### src/rtl/mage_pkg.sv
// Shared MAGE definitions: the global execution state seen by every PE-side unit.
// Only the EXEC encoding matters to the accumulation writeback.
package mage_pkg;

    typedef enum logic [1:0] {
        ST_IDLE = 2'd0,
        ST_CONF = 2'd1,
        ST_EXEC = 2'd2,
        ST_HALT = 2'd3
    } state_t;

endpackage

### src/rtl/accumulation_writeback.sv
// accumulation_writeback: captures the PE accumulator on each accumulation-end
// rising edge, clears the accumulator, buffers results and streams them out.
// Ports: clk_i/rst_n_i (async active-low), state_i (global state), acc_end_i,
// acc_data_i, reg_n_out_i (results per kernel, 0 = unbounded), acc_clear_o,
// out_valid_o/out_ready_i/out_data_o/out_last_o, overflow_o (sticky), done_o.
// Optional macro ACC_WB_SHIFT_EN adds reg_shift_i: rounded, saturated
// arithmetic right shift of the captured value.
module accumulation_writeback
    import mage_pkg::*;
#(
    parameter int DATA_W     = 32,
    parameter int FIFO_DEPTH = 4,
    parameter int CNT_W      = 16
) (
    input  logic                      clk_i,
    input  logic                      rst_n_i,
    input  state_t                    state_i,
    input  logic                      acc_end_i,
    input  logic [DATA_W-1:0]         acc_data_i,
    input  logic [CNT_W-1:0]          reg_n_out_i,
`ifdef ACC_WB_SHIFT_EN
    input  logic [$clog2(DATA_W)-1:0] reg_shift_i,
`endif
    output logic                      acc_clear_o,
    output logic                      out_valid_o,
    input  logic                      out_ready_i,
    output logic [DATA_W-1:0]         out_data_o,
    output logic                      out_last_o,
    output logic                      overflow_o,
    output logic                      done_o
);

    localparam int AW = $clog2(FIFO_DEPTH);
    localparam logic [AW:0] DEPTH_C = (AW+1)'(FIFO_DEPTH);

    typedef enum logic [1:0] {
        IDLE  = 2'd0,
        RUN   = 2'd1,
        DRAIN = 2'd2
    } fsm_t;

    fsm_t              fsm_q;
    logic              acc_end_q;
    logic [CNT_W-1:0]  cnt_q, cnt_d, cnt_base;
    logic              ovf_q, ovf_d;
    logic [AW-1:0]     wr_q, rd_q;
    logic [AW:0]       count_q, count_d;
    logic [DATA_W-1:0] data_mem_q [FIFO_DEPTH];
    logic              last_mem_q [FIFO_DEPTH];

    logic              exec, evt, start;
    logic              empty, full, push, pop, last;
    logic [DATA_W-1:0] wdata;

    assign exec  = (state_i == ST_EXEC);
    assign evt   = acc_end_i & ~acc_end_q & exec;
    assign start = (fsm_q == IDLE) & exec;
    assign empty = (count_q == '0);
    assign full  = (count_q == DEPTH_C);
    assign pop   = ~empty & out_ready_i;
    // A full buffer still accepts a result when the head leaves this cycle.
    assign push  = evt & (~full | pop);

    // The kernel-start clear applies to the same cycle's event.
    assign cnt_base = start ? '0 : cnt_q;
    assign last = (reg_n_out_i != '0) &&
                  (cnt_base == reg_n_out_i - CNT_W'(1));

    always_comb begin
        cnt_d = cnt_base;
        ovf_d = start ? 1'b0 : ovf_q;
        if (evt) begin
            cnt_d = last ? '0 : cnt_base + CNT_W'(1);
            if (full & ~pop) begin
                ovf_d = 1'b1;
            end
        end
    end

    assign count_d = count_q + {{AW{1'b0}}, push} - {{AW{1'b0}}, pop};

`ifdef ACC_WB_SHIFT_EN
    localparam int SW = $clog2(DATA_W);
    logic signed [DATA_W:0] ext, rnd, sum, shr;

    always_comb begin
        ext = {acc_data_i[DATA_W-1], acc_data_i};
        rnd = '0;
        if (reg_shift_i != '0) begin
            rnd[reg_shift_i - SW'(1)] = 1'b1;
        end
        sum = ext + rnd;
        shr = sum >>> reg_shift_i;
        wdata = shr[DATA_W-1:0];
        // Top two bits disagree: value left the signed DATA_W range.
        if (shr[DATA_W] != shr[DATA_W-1]) begin
            wdata = shr[DATA_W] ? {1'b1, {(DATA_W-1){1'b0}}}
                                : {1'b0, {(DATA_W-1){1'b1}}};
        end
    end
`else
    assign wdata = acc_data_i;
`endif

    always_ff @(posedge clk_i) begin
        if (push) begin
            data_mem_q[wr_q] <= wdata;
            last_mem_q[wr_q] <= last;
        end
    end

    always_ff @(posedge clk_i or negedge rst_n_i) begin
        if (!rst_n_i) begin
            fsm_q     <= IDLE;
            acc_end_q <= 1'b0;
            cnt_q     <= '0;
            ovf_q     <= 1'b0;
            wr_q      <= '0;
            rd_q      <= '0;
            count_q   <= '0;
        end else begin
            acc_end_q <= acc_end_i;
            cnt_q     <= cnt_d;
            ovf_q     <= ovf_d;
            count_q   <= count_d;
            if (push) begin
                wr_q <= wr_q + AW'(1);
            end
            if (pop) begin
                rd_q <= rd_q + AW'(1);
            end
            unique case (fsm_q)
                IDLE: begin
                    if (exec) begin
                        fsm_q <= RUN;
                    end
                end
                RUN: begin
                    if (!exec) begin
                        fsm_q <= DRAIN;
                    end
                end
                DRAIN: begin
                    // Re-entering EXEC resumes the kernel, even when empty.
                    if (exec) begin
                        fsm_q <= RUN;
                    end else if (empty) begin
                        fsm_q <= IDLE;
                    end
                end
                default: fsm_q <= IDLE;
            endcase
        end
    end

    assign acc_clear_o = evt;
    assign out_valid_o = ~empty;
    assign out_data_o  = data_mem_q[rd_q];
    assign out_last_o  = last_mem_q[rd_q];
    assign overflow_o  = ovf_q;
    assign done_o      = (fsm_q == DRAIN) & empty & ~exec;

endmodule

### config.mk
export PLATFORM = sky130hd
export DESIGN_NAME = accumulation_writeback
export DESIGN_NICKNAME = d
export VERILOG_FILES = /design/src/rtl/mage_pkg.sv /design/src/rtl/accumulation_writeback.sv
export SDC_FILE = /design/constraint.sdc
export NUM_CORES = 1
export LEC_CHECK = 0
export BUFFER_PORTS_ARGS = -buffer_cell sky130_fd_sc_hd__buf_4
export CORE_MARGIN = 2
export CORE_UTILIZATION = 25
export CTS_BUF_LIST = sky130_fd_sc_hd__clkbuf_8 sky130_fd_sc_hd__clkbuf_16
export DETAILED_ROUTE_END_ITERATION = 16
export GPL_ROUTABILITY_DRIVEN = 0
export GPL_TIMING_DRIVEN = 0
export PLACE_DENSITY = 0.41
export SETUP_SLACK_MARGIN = 0.3
export SLEW_MARGIN = 10
export SYNTH_ARGS = -nofsm -noshare
export SYNTH_HDL_FRONTEND = slang
export SYNTH_SLANG_ARGS = --single-unit
### constraint.sdc
create_clock -name clk_i -period 3.9 [get_ports clk_i]
set_input_delay 0.39 -clock clk_i [delete_from_list [all_inputs] [get_ports clk_i]]
set_output_delay 0.39 -clock clk_i [all_outputs]
set_load 0.03 [all_outputs]
==> metrics.cfg <==
[drt]
drt-total-wl_mm=14.80
viasPerCell=4.456
wl_met1_mm=6.358
drt_iter0_drc=201
firstDrtPassIters=4
route.detailed.drc=0
wl_met2_mm=7.469
met3WireLength_um=812
wl_per_cell_um=17.02
vias=3877
highest_layer=met5
ant_nets=0

[die]
die_h_um=168.9
fp.coreArea_mm2=0.02680
io_pins=91
start_util=0.2538
dieArea_mm2=0.02854
fp.dieW_um=168.9
row_count=60

[critical_path]
crit_path_top_delay_cell=buf_1
critPathCaptureType=output port
cp_cell_sequence=clkbuf_1 -> buf_1 -> mux4_2 -> buf_4
critPathKind=reg -> out
required_ps=3510
arrival_ps=2790
max_stage_delay_ps=760
cp-start-kind=register
crit_fanout=10

[final_layout]
antenna_cells=0
nets=579
final_util=0.3216
multi_input_area_mm2=0.002068
final_cell_count_no_fill=870
regArea_mm2=0.004639
drive_above_1_share=0.3289
fill_cells=2604
area_growth_syn_to_layout_pct=26.73

[timing]
setup_violations=0
tightest_slew_ps=1032
period_minus_slack_ps=3182
slew_headroom=0.3102
rsz0062_at_grt=no
skew_ps=6.794
timing.fmax_ghz=0.3143
fin_crit_sh=0.8159
setup_tns_ps=0
final_max_slew_viol_count=0
hold_viol=0

[logic_synthesis]
ys_ff_latch=159
synth_common_cells=edfxtp_1, mux4_2, dfrtp_1, nand2_1, nor3_1
synth_top_area_share=0.5828
yosysTopAreaCell=edfxtp_1
yosys-top-cells-area=edfxtp_1, mux4_2, dfrtp_1
synth-edff-count=132
ys.flop_type=edfxtp_1
syn_inst=403
mappedNetlistArea_mm2=0.006802
synth_nets=465
synth_area_per_cell_um2=16.88
yosys_warnings=0
async_reset_ff_frac=0.1698
yosysSeqAreaShare=0.6821
synth_most_common_cell=edfxtp_1
synth_cell_types=53

[global_route]
overflow=0
antenna_found_initial=1
grt_pass1_vias=3990
grt_max_degree=28
grtUsageTotal=0.1076
grt_pass1_wl_mm=22.88

[min_path]
hold_path_class=in -> reg

[cts]
cts.sinks=159
clock_latency_ps=420
h-tree-depth=4
cts_buffers=17
cts_tree=yes
path_clk_slew_ps=60
post_cts_resized=0
hold_buffers=1
clock_path_buffers=2
cts_setup_buffers=0
cts_root_buffer=clkbuf_16

[power_and_ir_drop]
p_switching_mw=1.657
power.clock.fraction=0.325
ir_drop_v=0.0002355
p_leak_nw=3.052
power_density_mw_per_mm2=614.6
internal_power_mw=3.641
p_comb_frac=0.301
power_frac_seq=0.374
p_sw_frac=0.3128

[placement]
place_inst=838
dp_hpwl_mm=10.10
io_buffer_count=90

[run_status]
outcome=complete, no violations

[job]
drv_cap=0

sequential cells by signal, summed over array words and instances (netlist names), 2 cells and up:
signal and count:
fsm_q 2, last_mem_q 4, cnt_q 16, data_mem_q 128
wr_q 2, rd_q 2, count_q 3
power by group through the flow:
stage | registers, mW | logic, mW | clock network, mW
6_report | 1.98 | 1.59 | 1.72
5_1_grt | 1.99 | 1.73 | 1.85
2_1_floorplan | 2.01 | 1.08 | 0
4_1_cts | 1.98 | 1.64 | 1.77
3_3_place_gp | 2.01 | 1.62 | 0
3_5_place_dp | 2.02 | 1.64 | 0
cell type report:
| class | instances | share of cell area |
|---|---|---|
| buffer | 14 | 0.007984 |
| clock buffer | 17 | 0.04935 |
| clock inverter | 14 | 0.02264 |
| inverter | 8 | 0.003484 |
| multi-input combinational | 222 | 0.2399 |
| sequential | 159 | 0.5382 |
| tap | 341 | 0.04950 |
| timing repair buffer | 95 | 0.08884 |
worst max-delay path: cells and delay by family, from the launching register on:
kind / cells / cell delay, ps
buf+inv: 3 / 1420
mux: 1 / 630
flops: 1 / 320
per-layer routing:
metal,GRT usage,vias up
met4,0.02999,2
met1,0.1318,1962
li1,-,1807
met5,0,-
met2,0.1841,89
met3,0.03273,17
through the flow:
stage	hold WS, ps	setup slack (ps)	instance area, um^2	power (mW)
after floorplan	94.41	1343	6802	3.086
after global placement	328.1	77.48	7904	3.629
after detailed placement	335.2	783.2	7989	3.654
after CTS	69.24	551.1	8620	5.395
after global routing	66.39	424.6	8620	5.565
final	92.06	718.2	8620	5.298
logic make-up after synthesis:
group	Yosys count	synth area share
flops	159	0.6821
fa+ha+maj	8	0.01582
compound gates	22	0.02723
xor+xnor	37	0.05169
simple gates	120	0.09640
mux	35	0.1122
buf+inv	22	0.01453
path summary, 6_finish.rpt:
| kind | startpoint | end | slack (ps) | cells after the start |
|---|---|---|---|---|
| min in group asynchronous | rst_n_i | fsm_q[1] | 420 | 2 |
| max in group asynchronous | rst_n_i | wr_q[0] | 3200 | 2 |
| worst max register to register | fsm_q[1] | cnt_q[7] | 910 | 8 |
| worst min register to register | count_q[2] | count_q[2] | 490 | 1 |
| worst min-delay path | acc_end_i | acc_end_q | 90 | 1 |
| worst max-delay path | rd_q[0] | out_data_o[20] | 720 | 4 |
cell usage in the layout (no fill, tap or decap), types with 5 or more instances in the layout:
| cell type | count |
|---|---|
| ha_1 | 7 |
| xor2_1 | 19 |
| clkbuf_1 | 8 |
| clkbuf_16 | 17 |
| nand4_1 | 6 |
| nand3_1 | 8 |
| nor2_1 | 20 |
| nand2_1 | 26 |
| nor3_1 | 21 |
| inv_1 | 8 |
| mux4_2 | 33 |
| xnor2_1 | 16 |
| buf_4 | 90 |
| inv_6 | 5 |
| dfrtp_1 | 27 |
| edfxtp_1 | 132 |
Power figures use the tool's default switching activity.
